File: src/rtl/tb_pkg.sv
// rtl/tb_pkg.sv - shared ALU opcodes, FSM states and reference model (ALU_SAT_EN selects saturation)
package tb_pkg;

    typedef enum logic [2:0] {
        OP_ADD = 3'd0,
        OP_SUB = 3'd1,
        OP_MUL = 3'd2,
        OP_DIV = 3'd3,
        OP_MOD = 3'd4,
        OP_ACC = 3'd5,
        OP_MAC = 3'd6
    } opcode;

    typedef enum logic [1:0] {
        IDLE   = 2'd0,
        DIVIDE = 2'd1,
        DONE   = 2'd2
    } alu_state_t;

    typedef struct packed {
        logic [63:0] c;
        logic        ovf;
        logic        dbz;
    } alu_result_t;

    // Reference model for bench use; valid for width 1..32 so products fit in 64 bits.
    function automatic alu_result_t alu_model(input logic [63:0] a,
                                              input logic [63:0] b,
                                              input opcode       op,
                                              input logic [63:0] acc,
                                              input int unsigned width);
        alu_result_t r;
        logic [63:0] mask;
        logic [63:0] aa;
        logic [63:0] bb;
        logic [63:0] ac;
        logic [63:0] full;
        r    = '0;
        mask = (64'd1 << width) - 64'd1;
        aa   = a & mask;
        bb   = b & mask;
        ac   = acc & mask;
        full = '0;
        case (op)
            OP_ADD: begin full = aa + bb;      r.ovf = |(full & ~mask); end
            OP_SUB: begin full = aa - bb;      r.ovf = (aa < bb);       end
            OP_MUL: begin full = aa * bb;      r.ovf = |(full & ~mask); end
            OP_ACC: begin full = ac + aa;      r.ovf = |(full & ~mask); end
            OP_MAC: begin full = ac + aa * bb; r.ovf = |(full & ~mask); end
            OP_DIV: begin
                if (bb == 64'd0) begin full = mask; r.dbz = 1'b1; end
                else             full = aa / bb;
            end
            OP_MOD: begin
                if (bb == 64'd0) begin full = aa; r.dbz = 1'b1; end
                else             full = aa % bb;
            end
            default: full = '0;
        endcase
        r.c = full & mask;
`ifdef ALU_SAT_EN
        if (r.ovf) r.c = (op == OP_SUB) ? 64'd0 : mask;
`endif
        return r;
    endfunction

endpackage

File: src/rtl/alu_divider.sv
// rtl/alu_divider.sv - restoring divider, one quotient bit per cycle, done pulses WIDTH cycles after start
module alu_divider #(
    parameter int WIDTH = 32
) (
    input  logic             clock,
    input  logic             reset,
    input  logic             start,
    input  logic [WIDTH-1:0] dividend,
    input  logic [WIDTH-1:0] divisor,
    output logic             done,
    output logic [WIDTH-1:0] quotient,
    output logic [WIDTH-1:0] remainder
);

    localparam int CW = $clog2(WIDTH);

    logic [WIDTH-1:0] rem_q, rem_d;
    logic [WIDTH-1:0] quo_q, quo_d;
    logic [WIDTH-1:0] div_q, div_d;
    logic [CW-1:0]    cnt_q, cnt_d;
    logic             busy_q, busy_d;
    logic             done_q, done_d;

    // One restoring step: shift in the next dividend bit, subtract if it fits.
    function automatic logic [2*WIDTH-1:0] div_step(input logic [WIDTH-1:0] r,
                                                    input logic [WIDTH-1:0] q,
                                                    input logic [WIDTH-1:0] d);
        logic [WIDTH:0] sh;
        logic [WIDTH:0] diff;
        sh   = {r, q[WIDTH-1]};
        diff = sh - {1'b0, d};
        if (diff[WIDTH]) return {sh[WIDTH-1:0],   q[WIDTH-2:0], 1'b0};
        else             return {diff[WIDTH-1:0], q[WIDTH-2:0], 1'b1};
    endfunction

    // The first step is taken on the start edge so the last one lands WIDTH cycles later.
    always_comb begin
        rem_d  = rem_q;
        quo_d  = quo_q;
        div_d  = div_q;
        cnt_d  = cnt_q;
        busy_d = busy_q;
        done_d = 1'b0;
        if (start) begin
            {rem_d, quo_d} = div_step('0, dividend, divisor);
            div_d  = divisor;
            cnt_d  = CW'(1);
            busy_d = 1'b1;
        end else if (busy_q) begin
            {rem_d, quo_d} = div_step(rem_q, quo_q, div_q);
            if (cnt_q == CW'(WIDTH - 1)) begin
                busy_d = 1'b0;
                done_d = 1'b1;
            end else begin
                cnt_d = cnt_q + CW'(1);
            end
        end
    end

    // Divider state; reset aborts any division in progress.
    always_ff @(posedge clock) begin
        if (reset) begin
            rem_q  <= '0;
            quo_q  <= '0;
            div_q  <= '0;
            cnt_q  <= '0;
            busy_q <= 1'b0;
            done_q <= 1'b0;
        end else begin
            rem_q  <= rem_d;
            quo_q  <= quo_d;
            div_q  <= div_d;
            cnt_q  <= cnt_d;
            busy_q <= busy_d;
            done_q <= done_d;
        end
    end

    assign done      = done_q;
    assign quotient  = quo_q;
    assign remainder = rem_q;

endmodule

File: src/rtl/param_alu.sv
// rtl/param_alu.sv - handshaked unsigned ALU with accumulator and iterative divider (ALU_SAT_EN selects saturation)
module param_alu
    import tb_pkg::*;
#(
    parameter int               WIDTH    = 32,
    parameter logic [WIDTH-1:0] ACC_INIT = '0
) (
    input  logic             clock,
    input  logic             reset,
    input  logic             in_valid,
    output logic             in_ready,
    input  logic [WIDTH-1:0] a,
    input  logic [WIDTH-1:0] b,
    input  opcode            mode_select,
    input  logic             acc_clr,
    output logic             out_valid,
    input  logic             out_ready,
    output logic [WIDTH-1:0] c,
    output logic             ovf,
    output logic             dbz
);

    alu_state_t       state_q, state_d;
    logic [WIDTH-1:0] c_q, c_d;
    logic             ovf_q, ovf_d;
    logic             dbz_q, dbz_d;
    logic             out_valid_q, out_valid_d;
    logic             is_mod_q, is_mod_d;
    logic [WIDTH-1:0] acc_q, acc_d;

    logic             accept;
    logic             div_start;
    logic             div_done;
    logic [WIDTH-1:0] div_quo;
    logic [WIDTH-1:0] div_rem;

    logic [WIDTH-1:0]   acc_base;
    logic [WIDTH:0]     add_full;
    logic [WIDTH:0]     sub_full;
    logic [WIDTH:0]     acc_full;
    logic [2*WIDTH-1:0] mul_full;
    logic [2*WIDTH:0]   mac_full;
    logic [WIDTH-1:0]   res_c;
    logic               res_ovf;
    logic               res_dbz;

    assign in_ready = (state_q == IDLE) && !reset;
    assign accept   = in_valid && in_ready;

    // Single-cycle datapath evaluated on the live inputs; only used in the accept cycle.
    always_comb begin
        acc_base = acc_clr ? ACC_INIT : acc_q;
        add_full = {1'b0, a} + {1'b0, b};
        sub_full = {1'b0, a} - {1'b0, b};
        acc_full = {1'b0, acc_base} + {1'b0, a};
        mul_full = {{WIDTH{1'b0}}, a} * {{WIDTH{1'b0}}, b};
        mac_full = {{(WIDTH+1){1'b0}}, acc_base} + {1'b0, mul_full};
        res_c    = '0;
        res_ovf  = 1'b0;
        res_dbz  = 1'b0;
        case (mode_select)
            OP_ADD: begin res_c = add_full[WIDTH-1:0]; res_ovf = add_full[WIDTH];             end
            OP_SUB: begin res_c = sub_full[WIDTH-1:0]; res_ovf = sub_full[WIDTH];             end
            OP_MUL: begin res_c = mul_full[WIDTH-1:0]; res_ovf = |mul_full[2*WIDTH-1:WIDTH]; end
            OP_ACC: begin res_c = acc_full[WIDTH-1:0]; res_ovf = acc_full[WIDTH];             end
            OP_MAC: begin res_c = mac_full[WIDTH-1:0]; res_ovf = |mac_full[2*WIDTH:WIDTH];   end
            OP_DIV: begin res_c = '1; res_dbz = (b == '0); end
            OP_MOD: begin res_c = a;  res_dbz = (b == '0); end
            default: ;
        endcase
`ifdef ALU_SAT_EN
        if (res_ovf) res_c = (mode_select == OP_SUB) ? '0 : '1;
`endif
    end

    // Control FSM plus accumulator and output-register next state.
    always_comb begin
        state_d     = state_q;
        c_d         = c_q;
        ovf_d       = ovf_q;
        dbz_d       = dbz_q;
        out_valid_d = out_valid_q;
        is_mod_d    = is_mod_q;
        div_start   = 1'b0;
        case (state_q)
            IDLE: begin
                if (accept) begin
                    if ((mode_select == OP_DIV || mode_select == OP_MOD) && b != '0) begin
                        div_start = 1'b1;
                        is_mod_d  = (mode_select == OP_MOD);
                        state_d   = DIVIDE;
                    end else begin
                        c_d         = res_c;
                        ovf_d       = res_ovf;
                        dbz_d       = res_dbz;
                        out_valid_d = 1'b1;
                        state_d     = DONE;
                    end
                end
            end
            DIVIDE: begin
                if (div_done) begin
                    c_d         = is_mod_q ? div_rem : div_quo;
                    ovf_d       = 1'b0;
                    dbz_d       = 1'b0;
                    out_valid_d = 1'b1;
                    state_d     = DONE;
                end
            end
            DONE: begin
                if (out_ready) begin
                    out_valid_d = 1'b0;
                    state_d     = IDLE;
                end
            end
            default: begin
                out_valid_d = 1'b0;
                state_d     = IDLE;
            end
        endcase

        acc_d = acc_q;
        if (accept && (mode_select == OP_ACC || mode_select == OP_MAC)) acc_d = res_c;
        else if (acc_clr)                                               acc_d = ACC_INIT;
    end

    // State and registered outputs; reset discards any result in flight.
    always_ff @(posedge clock) begin
        if (reset) begin
            state_q     <= IDLE;
            c_q         <= '0;
            ovf_q       <= 1'b0;
            dbz_q       <= 1'b0;
            out_valid_q <= 1'b0;
            is_mod_q    <= 1'b0;
            acc_q       <= ACC_INIT;
        end else begin
            state_q     <= state_d;
            c_q         <= c_d;
            ovf_q       <= ovf_d;
            dbz_q       <= dbz_d;
            out_valid_q <= out_valid_d;
            is_mod_q    <= is_mod_d;
            acc_q       <= acc_d;
        end
    end

    alu_divider #(.WIDTH(WIDTH)) u_divider (
        .clock     (clock),
        .reset     (reset),
        .start     (div_start),
        .dividend  (a),
        .divisor   (b),
        .done      (div_done),
        .quotient  (div_quo),
        .remainder (div_rem)
    );

    assign out_valid = out_valid_q;
    assign c         = c_q;
    assign ovf       = ovf_q;
    assign dbz       = dbz_q;

endmodule
File: config.mk
export PLATFORM = sky130hd
export DESIGN_NAME = param_alu
export DESIGN_NICKNAME = d
export VERILOG_FILES = /design/src/rtl/tb_pkg.sv /design/src/rtl/alu_divider.sv /design/src/rtl/param_alu.sv
export SDC_FILE = /design/constraint.sdc
export NUM_CORES = 2
export LEC_CHECK = 0
export CORE_UTILIZATION = 63
export DETAILED_ROUTE_END_ITERATION = 16
export HOLD_SLACK_MARGIN = 0.1
export PLACE_DENSITY = 0.9
export SLEW_MARGIN = 5
export SYNTH_ARGS = -nofsm -noshare
export SYNTH_HDL_FRONTEND = slang
export SYNTH_SLANG_ARGS = --single-unit
File: constraint.sdc
create_clock -name clock -period 18.6 [get_ports clock]
set_input_delay 5.58 -clock clock [delete_from_list [all_inputs] [get_ports clock]]
set_output_delay 5.58 -clock clock [all_outputs]
set_load 0.01 [all_outputs]
# Word level (Yosys, flattened, before mapping)
# Index checks and enable logic that the tools add are counted.
[word_totals] reg_bits=173 input_bits=72 out_inout_bits=36 elab_cells=105
[classes] add_sub_neg=7 mul=1 eq_ne=14 muxes=43 bitwise_logic=2 reduce_logical=24
[op_table] op="$mux 32" count=10
[op_table] op="$pmux 32 s7" count=1
[op_table] op="$mux 64" count=2
[op_table] op="$add 32x32->33" count=2
[op_table] op="$add 32x64->65" count=1
[op_table] op="$mul 32x32->64" count=1
[op_table] op="$pmux 32 s2" count=1
[op_table] op="$reduce_or 33->1" count=1
[op_table] op="$sub 1x32->33" count=1
[op_table] op="$sub 32x32->33" count=1
[op_table] op="$sub 33x32->33" count=1
[op_table] op="$logic_not 32->1" count=1
[op_table] op="$reduce_bool 32->1" count=1
[op_table] op="$reduce_or 32->1" count=1
[op_table] op="$mux 1" count=20
[op_table] op="$eq 3x3->1 const B" count=3
[op_table] op="$mux 2" count=4
[op_table] op="$ne 2x2->1 const B" count=4
[op_table] op="$reduce_and 4->1" count=2
[op_table] op="$eq 3x2->1 const B" count=2
[op_table] op="$pmux 2 s3" count=1
[op_table] op="$reduce_and 3->1" count=2
[op_table] op="$add 5x1->5 const B" count=1
[op_table] op="$eq 5x5->1 const B" count=1
[op_table] op="17 further kinds" count=26

# Depth between registers and ports, before layout
[logic_depth] word_depth=8 depth_mapped=43 depth_no_buf=40

# Modules after synthesis
# Synthesis repeated with hierarchy kept, for this count alone.
[unflattened] hier_cells=6000 hier_area_um2=51095.3
[by_module_without_submodules] module="param_alu" n_inst=1 cells_per_inst=5234 area_per_inst_um2=44833.0 seq_area_each_um2=1401.3
[by_module_without_submodules] module="alu_divider" n_inst=1 cells_per_inst=766 area_per_inst_um2=6262.3 seq_area_each_um2=2062.0

# Worst setup path after synthesis
# No wires, ideal clock.
[synth_timing] path_kind="input -> register" from="input a[11]" to="register ovf_q, in the netlist ovf" setup_time_ps=134 arrival_ps=14562 required_ps=18466 path_slack_ps=3904 cell_stages=38 path_buffers=3 cell_sequence="clkbuf_1 -> clkbuf_1 -> and2_1 -> fa_1 -> fa_1 -> fa_1 -> inv_1 -> fa_1 -> inv_1 -> fa_1 -> inv_1 -> fa_1 -> inv_1 -> fa_1 -> inv_1 -> fa_1 -> inv_1 -> ha_1 -> [... 2 more ...] -> or3_4 -> o211a_4 -> xnor2_1 -> ha_1 -> a21o_1 -> a21o_1 -> a21o_1 -> a211oi_1 -> o21ai_0 -> a21o_1 -> o22ai_1 -> nor2_1 -> and4_1 -> a211o_1 -> a22o_1 -> a2111oi_2 -> a41o_1 -> a211oi_1"
[synth_between] elab_chain_len=7 word_cells_on_any_way=11 cone_classes="add/sub (4); mul (1); mux (4); reduce/logical (2)"
[synth_rtl] element="from (decl)" line="param_alu.sv:12" text="input logic [WIDTH-1:0] a,"
[synth_rtl] element="$mul 32x32->64" line="param_alu.sv:56" text="mul_full = {{WIDTH{1'b0}}, a} * {{WIDTH{1'b0}}, b};"
[synth_rtl] element="$add 32x64->65" line="param_alu.sv:57" text="mac_full = {{(WIDTH+1){1'b0}}, acc_base} + {1'b0, mul_full};"
[synth_rtl] element="$reduce_or 33->1" line="param_alu.sv:66" text="OP_MAC: begin res_c = mac_full[WIDTH-1:0]; res_ovf = |mac_full[2*WIDTH:WIDTH]; end"
[synth_rtl] element="$pmux 1 s5 (*)" line="param_alu.sv:61" text="case (mode_select)"
[synth_rtl] element="$mux 1 (*)" line="param_alu.sv:88" text="if ((mode_select == OP_DIV || mode_select == OP_MOD) && b != '0) begin"
[synth_rtl] element="$mux 1 (*)" line="param_alu.sv:87" text="if (accept) begin"
[synth_rtl] element="$pmux 1 s2 (*)" line="param_alu.sv:85" text="case (state_q)"
[synth_rtl] element="to (signal assigned)" line="param_alu.sv:140" text="ovf_q <= ovf_d;"
[synth_rtl] element="to (decl)" line="param_alu.sv:25" text="logic ovf_q, ovf_d;"
# Mark *: on every way between the ends. The rest lies on a longest branch, timed or not. The select of a mux whose other input is x is not followed.
# A chain may end at the register's enable or synchronous reset.

# Final worst setup path
[layout_timing] from="input a[7]" to="register ovf_q, in the netlist ovf"
# The elaborated chain is that of the path after synthesis.

==> impl_metrics.env <==
export IMPL_h_tree_depth=4
export IMPL_grt_pass1_vias=47644
export IMPL_ys_flop_type="dfxtp_1"
export IMPL_worst_path_max_fanout=20
export IMPL_worstSkewPairLatency_ns=0.48
export IMPL_rsz0062_at_grt="no"
export IMPL_grt_pass1_wl_mm=274
export IMPL_area_delta_synth_final_pct=4.84
export IMPL_yosysSeqAreaShare_pct=6.84
export IMPL_drc=0
export IMPL_setup_viol_count_final=0
export IMPL_numCtsBuffers=17
export IMPL_drtAntennaViolNets=0
export IMPL_postSynthAreaPerCell_um2=8.45
export IMPL_core_area_mm2=0.0793
export IMPL_synth_seq_cells=173
export IMPL_dr_pass1_iters=10
export IMPL_dp_slack_ns=2.12
export IMPL_die_w_um=286
export IMPL_hp_class="reg2reg"
export IMPL_multi_input_area_mm2=0.0427
export IMPL_drive_gt1_share_pct=3.75
export IMPL_crit_required_ns=18.92
export IMPL_syn_nets=7398
export IMPL_hold_buffers=0
export IMPL_antenna_found_initial=4
export IMPL_io_buffers=107
export IMPL_dieArea_mm2=0.0815
export IMPL_ff_latch_area_mm2=0.00347
export IMPL_drv_slew=0
export IMPL_max_cap_viol_count=0
export IMPL_wirelength_mm=176
export IMPL_ios=108
export IMPL_num_vias=45592
export IMPL_status="finished clean"
export IMPL_routedWlPerCell_um=25.4
export IMPL_first_iter_violations=5247
export IMPL_fin_crit_ns=16.33
export IMPL_ys_types=113
export IMPL_cpPeakStageDelay_ns=1.16
export IMPL_synth_async_reset_ratio_pct=0
export IMPL_max_freq_mhz=61.2
export IMPL_ys_warnings_count=0
export IMPL_worst_slew_pin_slew_ns=1.28
export IMPL_max_slew_margin_pct=14.6
export IMPL_dp_hpwl_mm=139
export IMPL_routabilityCongestion=1.12
export IMPL_syn_area_mm2=0.0507
export IMPL_hold_violations=0
export IMPL_fin_tns_setup_ns=0
export IMPL_cpMostUsedCell="fa_1"
export IMPL_grt_max_degree=87
export IMPL_cts_resized=0
export IMPL_skew_ns=0.0235
export IMPL_worst_slack_ns=2.27
export IMPL_cts_tree="done"
export IMPL_synthCells=5996
export IMPL_critPathTopFamily="adder cells"
export IMPL_synth_edf_count=0
export IMPL_grt_usage_pct=43.9
export IMPL_n_fill_cell=6238
export IMPL_cts_sinks=173
export IMPL_clkTransAtPathRegs_ns=0.08
export IMPL_path_buf_inv=7
export IMPL_crit_slowest_cell="clkdlybuf4s50_1"
export IMPL_crit_type="in2reg"
export IMPL_cts_root_buf="clkbuf_16"
export IMPL_startpoint_type="primary input"
export IMPL_endpoint_kind="register"
export IMPL_post_cts_setup_buffer_count=0
export IMPL_fin_nets=7285
export IMPL_die_h_um=286
export IMPL_placementRows=103
export IMPL_routed_via_density=6.56
export IMPL_period_share_pct=87.8
export IMPL_cp_arrival_ns=16.65
export IMPL_cts_buffer_depth=2
export IMPL_overflow=0
export IMPL_initial_core_util_pct=63.9
-- tightest hold or removal path, stage by stage (launching register included) --
cell and delay (ns):
dfxtp_1 0.31, nand2_1 0.05, a21oi_1 0.05
-- flip-flops by register name (all words and copies together), names as in the netlist --
signal               flops
acc_q                   32
is_mod_q                 1
u_divider.busy_q         1
out_valid                1
ovf                      1
u_divider.done           1
u_divider.div_q         32
u_divider.quotient      32
u_divider.remainder     32
state_q                  2
u_divider.cnt_q          5
c                       32
dbz                      1
-- path summary, 6_finish.rpt --
kind | startpoint | endpoint | slack [ns] | depth (start not counted)
max | a[7] | ovf | 2.27 | 36
min reg2reg | c[20] | c[20] | 0.46 | 2
max reg2reg | acc_q[0] | ovf | 13.39 | 18
min | c[20] | c[20] | 0.46 | 2
-- per-stage QoR --
step / cells / area (um2) / hold WS (ns) / utilization, %
2_1_floorplan: 5996 / 50700 / 0.436 / -
6_report: 6951 / 53100 / 0.456 / 67.0
5_1_grt: 6946 / 53100 / 0.478 / 67.0
3_5_place_dp: 6914 / 52500 / 0.446 / 66.2
3_3_place_gp: 6914 / 52500 / 0.444 / 66.2
4_1_cts: 6946 / 53100 / 0.456 / 67.0
-- cell usage in the layout (no fill, tap or decap), types with 33 or more instances in the layout --
master,count
a211oi_1,95
a21o_1,68
a21oi_1,355
and2_1,552
buf_4,100
clkdlybuf4s50_1,101
dfxtp_1,171
fa_1,900
ha_1,430
inv_1,854
mux2i_1,109
nand2_1,671
nand3_1,65
nand4_1,33
nor2_1,346
nor2b_1,65
nor3_1,77
o21a_1,35
o21ai_0,172
xnor2_1,117
xor2_1,49
-- cell usage after synthesis, drive strengths merged (39+ instances only) --
library cell  number  area share [%]
buf               39            0.37
a211oi            96             1.4
nor3              78            0.77
ha               430              11
nand2            673             5.0
mux2i            109             2.2
fa               900              36
inv              855             6.3
a21oi            357             3.6
o21ai            186             1.8
nand3             66            0.66
and2             552             6.8
xnor2            118             2.1
nor2b             66            0.82
clkbuf           299             2.2
xor2              50            0.88
a21o              68             1.0
nor2             346             2.6
dfxtp            173             6.8
-- final cells by class --
class                      count  share of cell area (%)
multi-input combinational   4627                    80.4
sequential                   173                    6.53
timing repair buffer         206                    3.36
clock buffer                  17                   0.801
antenna                        5                  0.0236
tap                         1050                    2.47
clock inverter                15                   0.365
inverter                     858                    6.06
-- logic make-up after synthesis --
kind of cell / share of synthesized area (%)
and+or+nand+nor: 19.5
adders and majority gates: 46.2
buffers and inverters: 8.96
AOI/OAI and AO/OA: 13.1
DFF: 6.84
xor gates and xnor gates: 2.93
muxes: 2.53
-- routing by layer --
layer  wire length, um  track usage [%]  up-vias
met1             62200             55.5    22278
met2             77400             67.7     3236
li1                  -                -    19154
met4             13300             26.1        4
met3             23300             11.8      920
met5                31                0        -
Power is left out: the tool's default activity adds up to more than one toggle a clock period on the data nets, which glitch-free logic cannot reach.
